--- src/rtl/npu_pkg.sv ---
// Shared NPU definitions: controller state encoding and default fixed-point format.
package npu_pkg;

  typedef enum logic {
    ACC  = 1'b0,
    DONE = 1'b1
  } mac_state_t;

  localparam int NPU_NBITS = 8;
  localparam int NPU_DBITS = 4;

endpackage

--- src/rtl/mac_controller_multiplier.sv ---
// Fixed-point multiplier: Q(NBITS-DBITS).DBITS x Q(NBITS-DBITS).DBITS -> same format.
// The result is rescaled by an arithmetic right shift, so it truncates toward
// -infinity, and any overflow wraps.
module Multiplier #(
  parameter int NBITS = 8,
  parameter int DBITS = 4
) (
  input  logic [NBITS-1:0] a,
  input  logic [NBITS-1:0] b,
  output logic [NBITS-1:0] p
);

  localparam int WW = NBITS + DBITS;

  logic signed [WW-1:0] a_ext;
  logic signed [WW-1:0] b_ext;
  logic signed [WW-1:0] prod_full;

  // Sign-extend both operands, keep the low WW bits of the product, drop DBITS fraction bits
  always_comb begin
    a_ext     = {{DBITS{a[NBITS-1]}}, a};
    b_ext     = {{DBITS{b[NBITS-1]}}, b};
    prod_full = a_ext * b_ext;
    p         = NBITS'(prod_full >>> DBITS);
  end

endmodule

--- src/rtl/mac_controller.sv ---
// Dot-product sequencer: accepts LEN operand pairs, multiplies each on the shared
// Multiplier, accumulates with wraparound, and returns one optionally ReLU'd result.
module mac_controller
  import npu_pkg::*;
#(
  parameter int NBITS = NPU_NBITS,
  parameter int DBITS = NPU_DBITS,
  parameter int LEN   = 4
) (
  input  logic             clk,
  input  logic             rst,
  input  logic             req_val,
  output logic             req_rdy,
  input  logic [NBITS-1:0] req_a,
  input  logic [NBITS-1:0] req_b,
  input  logic             req_relu,
  output logic             resp_val,
  input  logic             resp_rdy,
  output logic [NBITS-1:0] resp_data
);

  localparam int CW = (LEN > 2) ? $clog2(LEN) : 1;
  localparam logic [CW-1:0] LAST = CW'(LEN - 1);

  mac_state_t       state_q, state_d;
  logic [CW-1:0]    cnt_q, cnt_d;
  logic [NBITS-1:0] acc_q, acc_d;
  logic             relu_q, relu_d;
  logic [NBITS-1:0] resp_data_q, resp_data_d;

  logic [NBITS-1:0] prod;
  logic [NBITS-1:0] acc_sum;
  logic             req_fire;

  Multiplier #(
    .NBITS(NBITS),
    .DBITS(DBITS)
  ) u_mult (
    .a(req_a),
    .b(req_b),
    .p(prod)
  );

  // Next-state, datapath updates and handshake outputs; req_rdy depends only on state
  always_comb begin
    state_d     = state_q;
    cnt_d       = cnt_q;
    acc_d       = acc_q;
    relu_d      = relu_q;
    resp_data_d = resp_data_q;
    req_rdy     = 1'b0;
    resp_val    = 1'b0;
    req_fire    = 1'b0;
    acc_sum     = (cnt_q == '0) ? prod : acc_q + prod;

    case (state_q)
      ACC: begin
        req_rdy  = 1'b1;
        req_fire = req_val;
        if (req_fire) begin
          acc_d = acc_sum;
          if (cnt_q == '0) begin
            relu_d = req_relu;
          end
          if (cnt_q == LAST) begin
            // LEN >= 2 means relu_q was already loaded on an earlier pair
            state_d     = DONE;
            cnt_d       = '0;
            resp_data_d = (relu_q && acc_sum[NBITS-1]) ? '0 : acc_sum;
          end else begin
            cnt_d = cnt_q + 1'b1;
          end
        end
      end
      DONE: begin
        resp_val = 1'b1;
        if (resp_rdy) begin
          state_d = ACC;
        end
      end
      default: begin
        state_d = ACC;
      end
    endcase
  end

  // State and datapath registers; reset discards any partial sum or pending result
  always_ff @(posedge clk) begin
    if (rst) begin
      state_q     <= ACC;
      cnt_q       <= '0;
      acc_q       <= '0;
      relu_q      <= 1'b0;
      resp_data_q <= '0;
    end else begin
      state_q     <= state_d;
      cnt_q       <= cnt_d;
      acc_q       <= acc_d;
      relu_q      <= relu_d;
      resp_data_q <= resp_data_d;
    end
  end

  assign resp_data = resp_data_q;

endmodule

--- config.mk ---
export PLATFORM = sky130hd
export DESIGN_NAME = mac_controller
export DESIGN_NICKNAME = d
export VERILOG_FILES = /design/src/rtl/npu_pkg.sv /design/src/rtl/mac_controller_multiplier.sv /design/src/rtl/mac_controller.sv
export SDC_FILE = /design/constraint.sdc
export NUM_CORES = 1
export LEC_CHECK = 0
export BUFFER_PORTS_ARGS = -buffer_cell sky130_fd_sc_hd__buf_2
export CAP_MARGIN = 0
export CORE_MARGIN = 8
export CORE_UTILIZATION = 65
export CTS_CLUSTER_DIAMETER = 30
export DETAILED_ROUTE_END_ITERATION = 7
export HOLD_SLACK_MARGIN = 0.05
export PLACE_DENSITY = 0.95
export SLEW_MARGIN = 20
export SYNTH_ARGS = -nofsm -noshare
export SYNTH_HDL_FRONTEND = slang
export SYNTH_SLANG_ARGS = --single-unit
--- constraint.sdc ---
create_clock -name clk -period 9.8 [get_ports clk]
set_input_delay 0.98 -clock clk [delete_from_list [all_inputs] [get_ports clk]]
set_output_delay 0.98 -clock clk [all_outputs]
set_load 0.01 [all_outputs]
==> results.ini, run 1 <==
[logic_synthesis]
synthArstFlopShare_pct = 0
yosysSeqAreaShare_pct = 13.24
ys_warn_count = 0
synth_cell_types = 36
synth_area_sq_um = 3024
syn_avg_cell_area_sq_um = 8.591
synthFlopType = dfxtp_1
ys_ff_latch = 20
synth_edf_count = 0
synth_top_area_share_pct = 24.49
synth.area.top_cells = fa_1 24%, ha_1 14%, dfxtp_1 13%, inv_1 8.7%, and2_1 6.8%
yosys.area.top_type = fa_1
syn_nets = 443
synth_cells = 352

[layout]
fin_cells = 435
utilization_pct = 71.21
final_cell_mix = 70 x inv_1, 37 x fa_1, 33 x and2_1, 33 x ha_1
diodes = 0
final_common_cell = inv_1
drive_gt1_share_pct = 11.55
area_growth_pct = 8.275
nets = 473

[clock_network]
cts_root_buffer = clkbuf_8
clock_latency_ps = 260
numCtsBuffers = 3
postCtsSetupBuffers = 0
h-tree-depth = 1
cts.path.max_buffers = 2
cts_tree = yes
cts_resized = 0
hold_buffers = 0
clk_pin_slew_worst_paths_ps = 70
cts_sinks = 20

[worst_setup_path]
crit_type = in2reg
worstSetupStartpointType = input port
crit_arrival_ps = 6680
rrSetupSlack_ps = 7410
reg2reg_to = resp_data[6]
r2r-start = acc_q[5]
worstSetupEndpointType = flip-flop
reg2regPathDepth = 7
cp_data_required_time_ps = 10000
path_max_fanout = 8

[floorplan]
die_height_microns = 84.21
die_w_microns = 84.21
core_area_sq_um = 4598
die_area_sq_um = 7091
start_util_pct = 65.77
pin_count = 31
num_rows = 25

[pwr]
power.share.combinational_pct = 81.4
p_int_mw = 0.4614
powerDensity_nw_per_um2 = 271.7
p_switching_mw = 0.4283
power.share.clock_pct = 7.1
peakVddDrop_mv = 0.1710
power_frac_seq_pct = 11.5
total_leakage_power_nw = 1.667
swShare_pct = 48.14

[drt]
dr_total_vias = 2441
avgRoutedWirePerCell_microns = 13.96
vias_per_cell = 5.611
totalWireLength_mm = 6.071
ant_nets = 0
firstDrtPassIters = 4
drc_errors = 0
drt_iter0_drc = 160

[place]
finalWeightedCongestion = 0.8974
port_buffers = 30
place_inst = 431
dp_hpwl_mm = 5.113

[timing]
worst_slew_pin_slew_ps = 695.5
fin_crit_ps = 6479
period_share_pct = 66.11
rsz0062_at_grt = false
hold_viol = 0
setup_viol = 0
relSlewSlack_pct = 53.63
fmax_mhz = 154.3
finClkSkew_ps = 3.078
finalMaxSlewViolations = 0
fin_setup_tns_ps = 0

[flow_run]
drv_cap = 0

[global_routing]
antenna_found_initial = 0
grt_pass1_wl_mm = 10.63
gr-total-overflow = 0
track_usage_pct = 17.59
grt_max_degree = 23
grt_pass1_vias = 2390

[worst_hold_path]
hold_depth = 2
min_to = resp_data[4]
hp-start = resp_data[4]
hold_class = reg2reg

[run_status]
status = finished clean

[power by group through the flow]
stage          clock network, mW  logic, mW  registers, mW
2_1_floorplan                  0      0.580          0.102
3_3_place_gp                   0      0.680          0.103
3_5_place_dp                   0      0.713          0.104
4_1_cts                   0.0643      0.722          0.102
5_1_grt                   0.0688      0.812          0.103
6_report                  0.0631      0.724          0.102
[area by class of cell]
type,count,area [sq um]
multi-input combinational,256,2331
fill,338,1324
sequential,20,400.4
inverter,70,262.8
timing repair buffer,31,157.7
tap,54,67.56
clock buffer,4,55.05
[state kept, by name, indices dropped and copies added (netlist names)]
| register | cells |
|---|---|
| cnt_q | 2 |
| state_q | 1 |
| relu_q | 1 |
| resp_data | 8 |
| acc_q | 8 |
[cells in the mapped netlist, types with 2 or more instances]
cell type and instances:
inv_1 70, fa_1 37, and2_1 33, ha_1 33
nand2_1 30, nor2_1 21, dfxtp_1 20, o21ai_0 13
a21oi_1 10, nand2b_1 10, xnor2_1 10, a211oi_1 9
nor2b_1 7, o21a_1 6, o21ai_2 6, mux2i_1 5
clkbuf_1 4, and3_1 3, xor2_1 3, a21o_1 2
a22o_1 2, o31a_1 2, or4_1 2, xnor3_1 2
[metrics by stage]
step | worst slack (ps) | cell area [sq um] | power, mW | hold slack [ps]
after floorplan | 3374 | 3024 | 0.6827 | 473.9
after global placement | 3205 | 3219 | 0.7835 | 432.0
after detailed placement | 3074 | 3219 | 0.8164 | 444.9
after CTS | 3330 | 3274 | 0.8881 | 461.6
after global routing | 3007 | 3274 | 0.9842 | 486.8
final | 3321 | 3274 | 0.8897 | 457.9
[critical path: stages]
cell     delay, ps
buf_2          150
and2_1         170
fa_1           530
inv_1           50
fa_1           480
inv_1           60
fa_1           520
inv_1           50
fa_1           530
inv_1           40
ha_1           340
nand2_1         70
o21ai_0        320
o21a_1         160
nor2_1          50
xnor2_1        170
ha_1           240
or4_1          500
o22ai_1        180
mux2i_1        200
xnor3_1        480
a21o_4         290
o21ai_2        110
[how the worst max path moves through the flow]
stage             start            to  slack, ps  cells after the start
2_1_floorplan  req_b[2]  resp_data[2]       3370                     23
3_3_place_gp   req_b[4]  resp_data[2]       3200                     23
3_5_place_dp   req_b[4]  resp_data[6]       3070                     23
4_1_cts        req_b[4]  resp_data[6]       3330                     23
5_1_grt        req_a[3]  resp_data[5]       3010                     23
6_report       req_a[3]  resp_data[6]       3320                     23
[cells by family after synthesis]
group / synth area share (%)
XOR/XNOR: 6.578
multiplexers: 1.655
flip-flops: 13.24
AND/OR/NAND/NOR: 18.33
AO/OA/AOI/OAI: 12.37
buffers and inverters: 9.681
adder cells (fa/ha/maj): 38.15
[per-layer routing]
metal / part of all wire [%] / GRT usage (%)
met3: 3.5 / 2.517
met2: 53 / 30.01
met1: 41 / 22.46
met4: 1.8 / 4.867
met5: 0 / 0
No activity file was read; power rests on OpenSTA's default activity.
==> inputs of run 2 (changes only) <==
Settings changed: CORE_UTILIZATION 65 to 61, PLACE_DENSITY 0.95 to 0.91.
Clock period 9.8 ns to 6.6 ns, I/O delays scaled along.
==> run 2 against run 1 <==
Compared with the run above:
- die area is 5.3% higher
- via count is 2.7% lower
- sequential share of layout area is 0.12 points lower
- critical path depth is 1 lower
- non-clock buffer count stayed put
- sequential power is 48% higher
- critical path type unchanged
- highest routed layer unchanged
==> results.ini, run 2 (synthesis gave the netlist of run 1 again) <==
[clock_network]
cts_tree = yes
clk_pin_slew_worst_paths_ps = 80  ; about the same
hold_buffers = 0  ; unchanged
cts.path.max_buffers = 2  ; unchanged
cts_resized = 0  ; unchanged
clock_latency_ps = 260  ; about the same
cts_sinks = 20  ; unchanged
numCtsBuffers = 3  ; unchanged
h-tree-depth = 1  ; unchanged
cts_root_buffer = clkbuf_8
postCtsSetupBuffers = 0  ; unchanged

[place]
post_dp_cell_area_sq_um = 3236  ; +0.51%
dp_hpwl_mm = 5.340  ; +4.4%
finalWeightedCongestion = 0.8867  ; -1.2%
place_inst = 444  ; +3.0%
port_buffers = 30  ; unchanged
pre_cts_ws_ps = 128.6  ; -2945 ps

[worst_setup_path]
rrSetupSlack_ps = 4110  ; -3300 ps
crit_top_cell = fa_1
cp_num_buf_inv = 4  ; -1
cp_data_required_time_ps = 6800  ; -3200 ps
reg2regPathDepth = 7  ; unchanged
crit_type = in2reg
worstSetupEndpointType = flip-flop
critPathTopFamily = adder cells
reg2reg_to = resp_data[6]
r2r-start = acc_q[5]
crit_arrival_ps = 6440  ; -240 ps
path_max_fanout = 7  ; -1
max_stage_delay_ps = 550  ; +20 ps
startpoint = req_a[0]
worstSetupStartpointType = input port
slowest_stage = fa_1
path_cells = buf_2 -> nand2b_1 -> fa_1 -> fa_1 -> inv_1 -> fa_1 -> inv_1 -> fa_1 -> inv_1 -> ha_1 -> o21a_1 -> o31a_1 -> o21ai_0 -> nand2b_1 -> xor2_1 -> ha_1 -> or4_1 -> o22ai_1 -> mux2i_1 -> xnor3_1 -> a21o_4 -> o21ai_2

[layout]
utilization_pct = 69.55  ; -1.7 points
drive_gt1_share_pct = 11.55  ; unchanged
diodes = 0  ; unchanged
fin_cells = 448  ; +3.0%
stdcell_area_sq_um = 3307  ; +0.99%
nets = 473  ; unchanged
area_growth_pct = 9.350
final_common_cell = inv_1
final_cell_mix = 70 x inv_1, 37 x fa_1, 33 x and2_1, 33 x ha_1

[floorplan]
die_area_sq_um = 7467  ; +5.3%
core_area_sq_um = 4755  ; +3.4%
die_height_microns = 86.41  ; +2.6%
die_w_microns = 86.41  ; +2.6%
num_rows = 25  ; unchanged
start_util_pct = 63.61  ; -2.2 points
pin_count = 31  ; unchanged

[run_status]
status = finished clean

[timing]
worst_slew_pin_slew_ps = 671.2  ; -24.31 ps
relSlewSlack_pct = 55.25  ; +1.6 points
finClkSkew_ps = 4.329  ; +1.251 ps
fin_crit_ps = 6238
fmax_mhz = 160.3
rsz0062_at_grt = false
hold_slack_ps = 449.8  ; -8.163 ps
hold_viol = 0  ; unchanged
finalMaxSlewViolations = 0  ; unchanged
period_share_pct = 94.52
setup_viol = 0  ; unchanged
fin_ws_ps = 361.9  ; -2959 ps
fin_setup_tns_ps = 0  ; unchanged

[drt]
firstDrtPassIters = 4  ; unchanged
drt_iter0_drc = 132  ; -18%
avgRoutedWirePerCell_microns = 13.94  ; -0.15%
vias_per_cell = 5.301  ; -5.5%
ant_nets = 0  ; unchanged
totalWireLength_mm = 6.243  ; +2.8%
dr_total_vias = 2375  ; -2.7%
drc_errors = 0  ; unchanged

[worst_hold_path]
hold_class = reg2reg
hp-start = resp_data[3]
min_to = resp_data[3]
hold_depth = 2  ; unchanged

[global_routing]
grt_max_degree = 23  ; unchanged
grt_pass1_wl_mm = 11.00  ; +3.4%
gr-total-overflow = 0  ; unchanged
antenna_found_initial = 0  ; unchanged
grt_pass1_vias = 2472  ; +3.4%
track_usage_pct = 17.75  ; +0.16 points

[flow_run]
drv_cap = 0  ; unchanged

[pwr]
powerDensity_nw_per_um2 = 408.7  ; +50%
total_power_mw = 1.352  ; +52%
total_leakage_power_nw = 1.674  ; +0.42%
peakVddDrop_mv = 0.2856  ; +67%

## run 2: cell types whose count changed in the layout (fill, tap and decap cells not counted)
cell       previous run  this run
bufinv_16             0         1
clkbuf_8              4         3
## run 2: worst register-to-register path, delay by kind of cell, from the launching register on
family / cells / cell delay [ps]
AOI/OAI and AO/OA: 3 / 620
xor gates and xnor gates: 1 / 500
adders and majority gates: 1 / 250
DFF: 1 / 330
muxes: 1 / 230
and+or+nand+nor: 1 / 510
## run 2: how the worst max path moves through the flow
stage / to / slack (ps) / cells past startpoint
3_5_place_dp: resp_data[2] / 130 / 22
2_1_floorplan: resp_data[2] / 490 / 23
4_1_cts: resp_data[6] / 380 / 22
6_report: resp_data[6] / 360 / 22
5_1_grt: resp_data[5] / 20 / 22
3_3_place_gp: resp_data[4] / 330 / 23
## run 2: layer usage
metal  vias up  share of wire (%)  GRT usage [%]
met5         -                  0              0
met4         0               0.58          2.660
met3         6                4.2          2.552
met2        51                 54          32.57
met1      1147                 41          21.60
li1       1171                  -              -
## run 2: cell type report
cell class              count  area (sq um)
inverters                  70         262.8
multi-input cells         256          2331
well taps                  67         83.83
flip-flops and latches     20         400.4
clock inverters             1         30.03
repair buffers             31         157.7
fillers                   399          1448
clock buffers               3         41.29
## run 2: power by group
group | internal (mW) | leakage (nW) | total, mW | switching [mW]
Combinational | 0.490 | 1.47 | 1.08 | 0.588
Sequential | 0.140 | 0.164 | 0.151 | 0.0116
Clock | 0.0810 | 0.0357 | 0.122 | 0.0412
